==> src/rtl/win_acc_8.sv <==
// win_acc_8: packet accumulator for sign-magnitude products.
// Sums each packet into a saturating two's-complement accumulator and
// presents the full-precision sum, an 8-bit sign-magnitude quantized sum
// and the beat count once the last beat of the packet has been accepted.
module win_acc_8 #(
    parameter int unsigned ACC_W = 20,
    parameter int unsigned SHIFT = 6
) (
    input  logic             clk,
    input  logic             rst_n,
    input  logic [15:0]      prod_in,
    input  logic             in_valid,
    input  logic             in_last,
    output logic             in_ready,
    output logic             out_valid,
    input  logic             out_ready,
    output logic [ACC_W-1:0] acc_out,
    output logic [7:0]       q_out,
    output logic [7:0]       beat_cnt
);

    localparam int unsigned SUM_W = ACC_W + 1;
    // Symmetric saturation limits; the most negative code is never produced.
    localparam logic signed [SUM_W-1:0] SUM_MAX = $signed({2'b00, {(ACC_W-1){1'b1}}});
    localparam logic signed [SUM_W-1:0] SUM_MIN = -SUM_MAX;

    typedef enum logic [1:0] {
        S_IDLE = 2'd0,
        S_ACC  = 2'd1,
        S_OUT  = 2'd2
    } state_t;

    state_t state;
    state_t state_nxt;

    logic signed [ACC_W-1:0] acc;
    logic signed [ACC_W-1:0] acc_nxt;
    logic signed [ACC_W-1:0] acc_sat;
    logic signed [ACC_W-1:0] prod_tc;
    logic signed [SUM_W-1:0] sum;
    logic [ACC_W-1:0]        mag;
    logic [ACC_W-1:0]        mag_sh;
    logic [6:0]              qmag;
    logic [7:0]              q_nxt;
    logic [7:0]              cnt_nxt;
    logic                    q_upd;
    logic                    beat;

    // Ready whenever not holding a result; low throughout reset.
    assign in_ready = rst_n & (state != S_OUT);
    assign beat     = in_valid & in_ready;
    assign acc_out  = acc;

    // Sign-magnitude to two's complement, then saturating add.
    always_comb begin
        prod_tc = $signed(ACC_W'(prod_in[14:0]));
        if (prod_in[15]) begin
            prod_tc = -prod_tc;
        end
        sum = SUM_W'(acc) + SUM_W'(prod_tc);
        if (sum > SUM_MAX) begin
            acc_sat = ACC_W'(SUM_MAX);
        end else if (sum < SUM_MIN) begin
            acc_sat = ACC_W'(SUM_MIN);
        end else begin
            acc_sat = ACC_W'(sum);
        end
    end

    // Quantize the next accumulator value to 8-bit sign-magnitude.
    always_comb begin
        mag    = acc_nxt[ACC_W-1] ? ACC_W'(-acc_nxt) : ACC_W'(acc_nxt);
        mag_sh = mag >> SHIFT;
        qmag   = (mag_sh > ACC_W'(127)) ? 7'h7F : mag_sh[6:0];
        q_nxt  = {acc_nxt[ACC_W-1] & (qmag != 7'd0), qmag};
    end

    // Next-state and datapath control.
    always_comb begin
        state_nxt = state;
        acc_nxt   = acc;
        cnt_nxt   = beat_cnt;
        q_upd     = 1'b0;
        case (state)
            S_IDLE: begin
                if (beat) begin
                    acc_nxt   = prod_tc;
                    cnt_nxt   = 8'd1;
                    q_upd     = in_last;
                    state_nxt = in_last ? S_OUT : S_ACC;
                end
            end
            S_ACC: begin
                if (beat) begin
                    acc_nxt   = acc_sat;
                    cnt_nxt   = (beat_cnt == 8'hFF) ? beat_cnt : beat_cnt + 8'd1;
                    q_upd     = in_last;
                    state_nxt = in_last ? S_OUT : S_ACC;
                end
            end
            S_OUT: begin
                if (out_ready) begin
                    state_nxt = S_IDLE;
                end
            end
            default: begin
                state_nxt = S_IDLE;
            end
        endcase
    end

    // State register.
    always_ff @(posedge clk or negedge rst_n) begin
        if (!rst_n) begin
            state <= S_IDLE;
        end else begin
            state <= state_nxt;
        end
    end

    // Accumulator, count, quantized output and valid registers.
    always_ff @(posedge clk or negedge rst_n) begin
        if (!rst_n) begin
            acc       <= '0;
            beat_cnt  <= 8'd0;
            q_out     <= 8'd0;
            out_valid <= 1'b0;
        end else begin
            acc       <= acc_nxt;
            beat_cnt  <= cnt_nxt;
            out_valid <= (state_nxt == S_OUT);
            if (q_upd) begin
                q_out <= q_nxt;
            end
        end
    end

endmodule

==> config.mk <==
export PLATFORM = sky130hd
export DESIGN_NAME = win_acc_8
export DESIGN_NICKNAME = d
export VERILOG_FILES = /design/src/rtl/win_acc_8.sv
export SDC_FILE = /design/constraint.sdc
export NUM_CORES = 1
export LEC_CHECK = 0
export CORE_MARGIN = 2
export CORE_UTILIZATION = 61
export DETAILED_ROUTE_END_ITERATION = 8
export PLACE_DENSITY_LB_ADDON = 0.2
export SYNTH_ARGS = -nofsm -noshare
export SYNTH_HDL_FRONTEND = slang
export SYNTH_SLANG_ARGS = --single-unit
==> constraint.sdc <==
create_clock -name clk -period 7.5 [get_ports clk]
set_clock_uncertainty 0.15 [all_clocks]
set_input_delay 1.5 -clock clk [delete_from_list [all_inputs] [get_ports clk]]
set_output_delay 1.5 -clock clk [all_outputs]
set_load 0.01 [all_outputs]
# == After elaboration in Yosys (flattened, before gate mapping) ==
# Cells that the tools add are included.
# classes
magnitude_cmp,3
reduce_logical,5
n_mul,0
div,0
addsub,4
muxes,18
shifts,0
bitwise_logic,3
n_eq_ne,8
# ops
operator,count
20-bit 2-to-1 mux,6
20-bit one-hot mux with 2 select lines,1
8-bit 2-to-1 mux,3
20-bit by 20-bit adder with 21-bit output,1
21-bit by 20-bit greater-than comparator with 1-bit output (second input constant),1
21-bit by 20-bit less-than comparator with 1-bit output (second input constant),1
15-bit negator with 20-bit output,1
20-bit negator,1
8-bit one-hot mux with 2 select lines,1
14-bit by 7-bit greater-than comparator with 1-bit output (second input constant),1
8-bit by 1-bit adder with 8-bit output (second input constant),1
8-bit == test (second input constant),1
2-bit != test (second input constant),4
7-bit 2-to-1 mux,1
7-bit nonzero test,1
2-bit 2-to-1 mux,3
2-bit == test (second input constant),2
2-bit one-hot mux with 2 select lines,1
4-bit AND reduction,1
1-bit AND,3
2-bit by 1-bit == test with 1-bit output (second input constant),1
2-bit zero test,1
1-bit 2-to-1 mux,2
2-bit nonzero test,1
2-bit OR reduction,1
# totals
romBits,0
n_memories,0
latch_bits,0
register_bits,39
mem_bits_rw,0

# == Longest topological paths before layout ==
# depth
ltp_word,14
mapped_depth,22
depth_no_buf,20

# == Least setup slack after synthesis ==
# OpenSTA, ideal clock, no wires.
# synth_timing
kind,input-to-reg
start,input port prod_in[5]
end,register q_out[7]
arrival_time_ns,5.953
path_stages,18
setup_slack_ns,1.251
setup_time_ns,0.146
path_buffers,1
cell_sequence,or4_4 -> or4_1 -> o41ai_1 -> xnor2_1 -> ha_1 -> buf_2 -> a21oi_1 -> o21ai_1 -> nor3b_2 -> o41ai_2 -> o32ai_4 -> maj3_1 -> a21oi_2 -> nor3_1 -> and4_1 -> mux2i_1 -> a311oi_2 -> a41oi_1
# synth_via
elab_chain_len,14
elab_cells_between_ends,16
classes_between,3 x add/sub; 3 x order compare; 8 x mux; 1 x bitwise; 1 x reduce/logical
# synth_rtl
item,line,source
start: declaration,11,"input logic [15:0] prod_in,"
15-bit negator with 20-bit output,58,prod_tc = -prod_tc;
20-bit 2-to-1 mux (*),57,if (prod_in[15]) begin
20-bit by 20-bit adder with 21-bit output,60,sum = SUM_W'(acc) + SUM_W'(prod_tc);
21-bit by 20-bit less-than comparator with 1-bit output,63,end else if (sum < SUM_MIN) begin
20-bit 2-to-1 mux,63,
20-bit 2-to-1 mux,61,if (sum > SUM_MAX) begin
20-bit 2-to-1 mux,94,if (beat) begin
20-bit one-hot mux with 2 select lines (*),84,case (state)
via acc_nxt[6],37,logic signed [ACC_W-1:0] acc_nxt;
20-bit negator,72,mag = acc_nxt[ACC_W-1] ? ACC_W'(-acc_nxt) : ACC_W'(acc_nxt);
20-bit 2-to-1 mux (*),72,
14-bit by 7-bit greater-than comparator with 1-bit output,74,qmag = (mag_sh > ACC_W'(127)) ? 7'h7F : mag_sh[6:0];
7-bit 2-to-1 mux (*),74,
7-bit nonzero test (*),75,"q_nxt = {acc_nxt[ACC_W-1] & (qmag != 7'd0), qmag};"
1-bit AND (*),75,
end signal: assignment,133,q_out <= q_nxt;
end: declaration,18,"output logic [7:0] q_out,"
# Mark *: on every way through the listed nets, which the timed path passes. The rest lies on a longest branch.
# A chain may end at the register's enable or synchronous reset.

# == Worst setup path in the final report ==
# layout_timing
start,input port prod_in[3]
end,register q_out[7]
# Same word-level chain as after synthesis.

==> flow_metrics.py <==
metrics = {
    "hold_path": {
        "hold_start": "q_out[6]$_DFFE_PN0P_",
        "hold_end": "q_out[6]$_DFFE_PN0P_",
        "holdPathStages": 2,
        "min_path_type": "register to register",
    },
    "place": {
        "dpl_cell_area_mm2": 0.004778,
        "dp_hpwl_um": 10270,
        "place_ws_ps": 7.978,
        "io_buffer_count": 58,
        "finalWeightedCongestion": 0.9640,
        "dp.cells": 649,
    },
    "sta": {
        "maxSlewViolCount": 0,
        "tns_ps": 0,
        "hold_viol": 0,
        "fin_crit_sh_pct": 96.44,
        "relSlewSlack_pct": 32.71,
        "max_freq_ghz": 0.1383,
        "setup_viol": 0,
        "fin_ws_ps": 267.0,
        "period_needed_ps": 7233,
        "tightest_slew_ps": 1006,
    },
    "finish": {
        "fin_util_pct": 73.95,
        "antennaDiodeCount": 0,
        "seq_area_um2": 975.9,
        "fill_cells": 506,
        "final_nets": 627,
        "instances_no_fill": 661,
        "multi_input_area_mm2": 0.003029,
        "drive_gt1_share_pct": 7.229,
        "synthToLayoutAreaGrowth_pct": 18.95,
        "fin_area_mm2": 0.004941,
    },
    "cts": {
        "clk_latency_ps": 290,
        "cts.sinks": 39,
        "path_clk_slew_ps": 80,
        "postCtsHoldBufs": 0,
        "cts_tree": "built",
        "clockBufferDepth": 2,
        "cts_buffers": 5,
        "clockRootBuffer": "clkbuf_8",
        "cts-htree-levels": 2,
    },
    "grt": {
        "antenna_found_initial": 0,
        "grt_max_degree": 42,
        "grt_pass1_vias": 4242,
        "track_usage_pct": 36.15,
        "overflow": 0,
        "grt_pass1_wl_um": 21470,
    },
    "logic_synthesis": {
        "synth_top_area_share_pct": 23.49,
        "synth.distinct_cells": 76,
        "synth_flop_cell": "dfrtp_1",
        "yosysSeqAreaShare_pct": 23.49,
        "synth_area_mm2": 0.004154,
        "ys_warn_count": 0,
        "synth_edf_count": 0,
        "synth_area_leaders": "dfrtp_1 23%, ha_1 7.5%, nand2_1 4.6%",
        "syn_inst": 527,
        "synth_top_area_cell": "dfrtp_1",
        "postSynth.asyncResetShare_pct": 100.0,
        "syn_nets": 574,
        "ys_ff_latch": 39,
        "syn_area_per_cell_um2": 7.882,
    },
    "power_and_ir_drop": {
        "pwr-share-comb_pct": 71.1,
        "vdd.ir_drop.worst_mv": 0.2271,
        "powerDensity_mw_per_mm2": 389.9,
        "switching_share_pct": 50.84,
        "leakage_uw": 0.001925,
        "p_int_uw": 947.1,
        "seq_power_share_pct": 19.4,
        "power_switching_uw": 979.3,
        "p_clk_share_pct": 9.6,
    },
    "setup_path": {
        "critical_path.startpoint": "prod_in[3]",
        "path_cells": "clkdlybuf4s50_1, or4_4, or4_1, o31ai_1, xnor2_1, ha_1, nand2_1, nor4_2, a21boi_1, o32ai_4, buf_4, maj3_1, o21ai_2, nor3_1, and4_1, mux2i_1, a311oi_2, a41oi_1",
        "reg2regPathDepth": 15,
        "reg2reg_slack_ps": 2720,
        "cp.arrival_ps": 7240,
        "required_ps": 7500,
        "cp-start-kind": "input port",
        "crit_slowest_cell": "or4_1",
        "critPathKind": "input port to register",
        "reg2reg_from": "acc_out[0]$_DFF_PN0_",
        "endpoint_kind": "register",
        "path_buf_inv": 2,
        "max_stage_delay_ps": 570,
        "worst-path-max-fanout": 11,
        "crit_family": "simple AND/OR/NAND/NOR gates",
        "timing.rr.end": "q_out[1]$_DFFE_PN0P_",
    },
    "drt": {
        "firstDrtPassIters": 5,
        "wl_per_cell_um": 20.33,
        "post_drt_via_cell_ratio": 6.936,
        "num_vias": 4585,
        "drtIter0Drc": 516,
        "antenna_left": 0,
        "drc": 0,
        "wirelength_um": 13440,
    },
    "run_status": {
        "status": "completed",
    },
    "floorplan": {
        "chipWidth_um": 86.52,
        "core_mm2": 0.006681,
        "row_count": 30,
        "start_util_pct": 62.17,
        "die_area_mm2": 0.007486,
        "ioPinCount": 59,
        "dieHeight_um": 86.52,
    },
    "job": {
        "maxCapViolations": 0,
    },
}
-- metrics by stage --
step / hold WS [ps] / total power, uW
6_report: 399.1 / 1926
5_1_grt: 422.2 / 2065
4_1_cts: 390.8 / 1858
3_5_place_dp: 369.0 / 1666
3_3_place_gp: 334.2 / 1655
2_1_floorplan: 372.0 / 1243
-- routing by layer --
layer	up-vias	track usage [%]	share of wire, %
met2	315	56.57	45
met1	2109	50.69	43
met5	-	0	0
met3	59	6.190	8.9
met4	0	12.22	3.4
li1	2102	-	-
-- power by group through the flow --
stage               clock [uW]  combinational, uW  sequential [uW]
floorplan                    0                877              366
global placement             0               1280              371
detailed placement           0               1290              373
CTS                        185               1300              369
global route               195               1490              377
finish                     184               1370              373
-- final cells by class --
class | instances | area share (%)
clock buffers | 6 | 1.671
clock inverters | 2 | 0.7090
inverters | 16 | 1.215
multi-input cells | 449 | 61.31
flip-flops and latches | 39 | 19.75
well taps | 80 | 2.026
repair buffers | 69 | 13.32
-- state kept, by name (all words and copies together) (netlist names) --
| register | cells |
|---|---|
| acc_out | 20 |
| state | 2 |
| beat_cnt | 8 |
| out_valid | 1 |
| q_out | 8 |
-- worst max-delay path by stage --
| stage | depth (start not counted) | slack, ps | endpoint |
|---|---|---|---|
| final | 18 | 270 | q_out[7]$_DFFE_PN0P_ |
| after global routing | 18 | -3 | q_out[1]$_DFFE_PN0P_ |
| after CTS | 18 | 290 | q_out[1]$_DFFE_PN0P_ |
| after detailed placement | 18 | 8 | q_out[1]$_DFFE_PN0P_ |
| after global placement | 17 | 240 | q_out[7]$_DFFE_PN0P_ |
| after floorplan | 18 | 1250 | q_out[7]$_DFFE_PN0P_ |
-- Yosys cell counts (4+ instances only) --
cell / number
a211oi_1: 5
a21o_1: 11
a21oi_1: 34
a22oi_1: 6
a31oi_1: 12
and2_1: 7
and3_1: 4
and4_1: 5
buf_2: 5
clkbuf_1: 14
dfrtp_1: 39
ha_1: 25
inv_1: 16
maj3_1: 7
nand2_1: 51
nand2b_1: 5
nand3_1: 10
nand4_1: 12
nor2_1: 47
nor2b_1: 5
nor3_1: 10
nor4_1: 5
o211ai_1: 8
o21a_1: 11
o21ai_0: 35
o21ai_1: 8
o22ai_1: 8
o31ai_1: 6
or3_1: 10
xnor2_1: 21
xor2_1: 12
-- tightest hold or removal path: cells and delay by family, from the launching register on --
family           cells  cell delay, ps
AO/OA/AOI/OAI        1              70
flip-flops           1             380
AND/OR/NAND/NOR      1              70
-- cells by family (layout without fill, tap and decap cells) --
kind of cell | Yosys count | in the layout | share of synthesized area (%)
flip-flops | 39 | 39 | 23.49
AO/OA/AOI/OAI | 190 | 190 | 31.72
adder cells (fa/ha/maj) | 33 | 33 | 9.699
AND/OR/NAND/NOR | 190 | 190 | 23.46
multiplexers | 3 | 3 | 0.7229
buffers and inverters | 39 | 93 | 3.946
XOR/XNOR | 33 | 33 | 6.958
-- placed cells by master (no fill, tap or decap), types with 16 or more instances in the layout --
| master | synthesis | routed |
|---|---|---|
| nor2_1 | 47 | 46 |
| clkdlybuf4s50_1 | 0 | 57 |
| dfrtp_1 | 39 | 39 |
| xnor2_1 | 21 | 21 |
| o21ai_0 | 35 | 35 |
| ha_1 | 25 | 25 |
| a21oi_1 | 34 | 34 |
| inv_1 | 16 | 16 |
| nand2_1 | 51 | 51 |
-- repair_timing --
action,CTS,global route
setup buffers,0,4
setup endpoints to repair,0,8
hold endpoints to repair,0,0
gates resized for setup,0,3
Power figures use the tool's default switching activity.
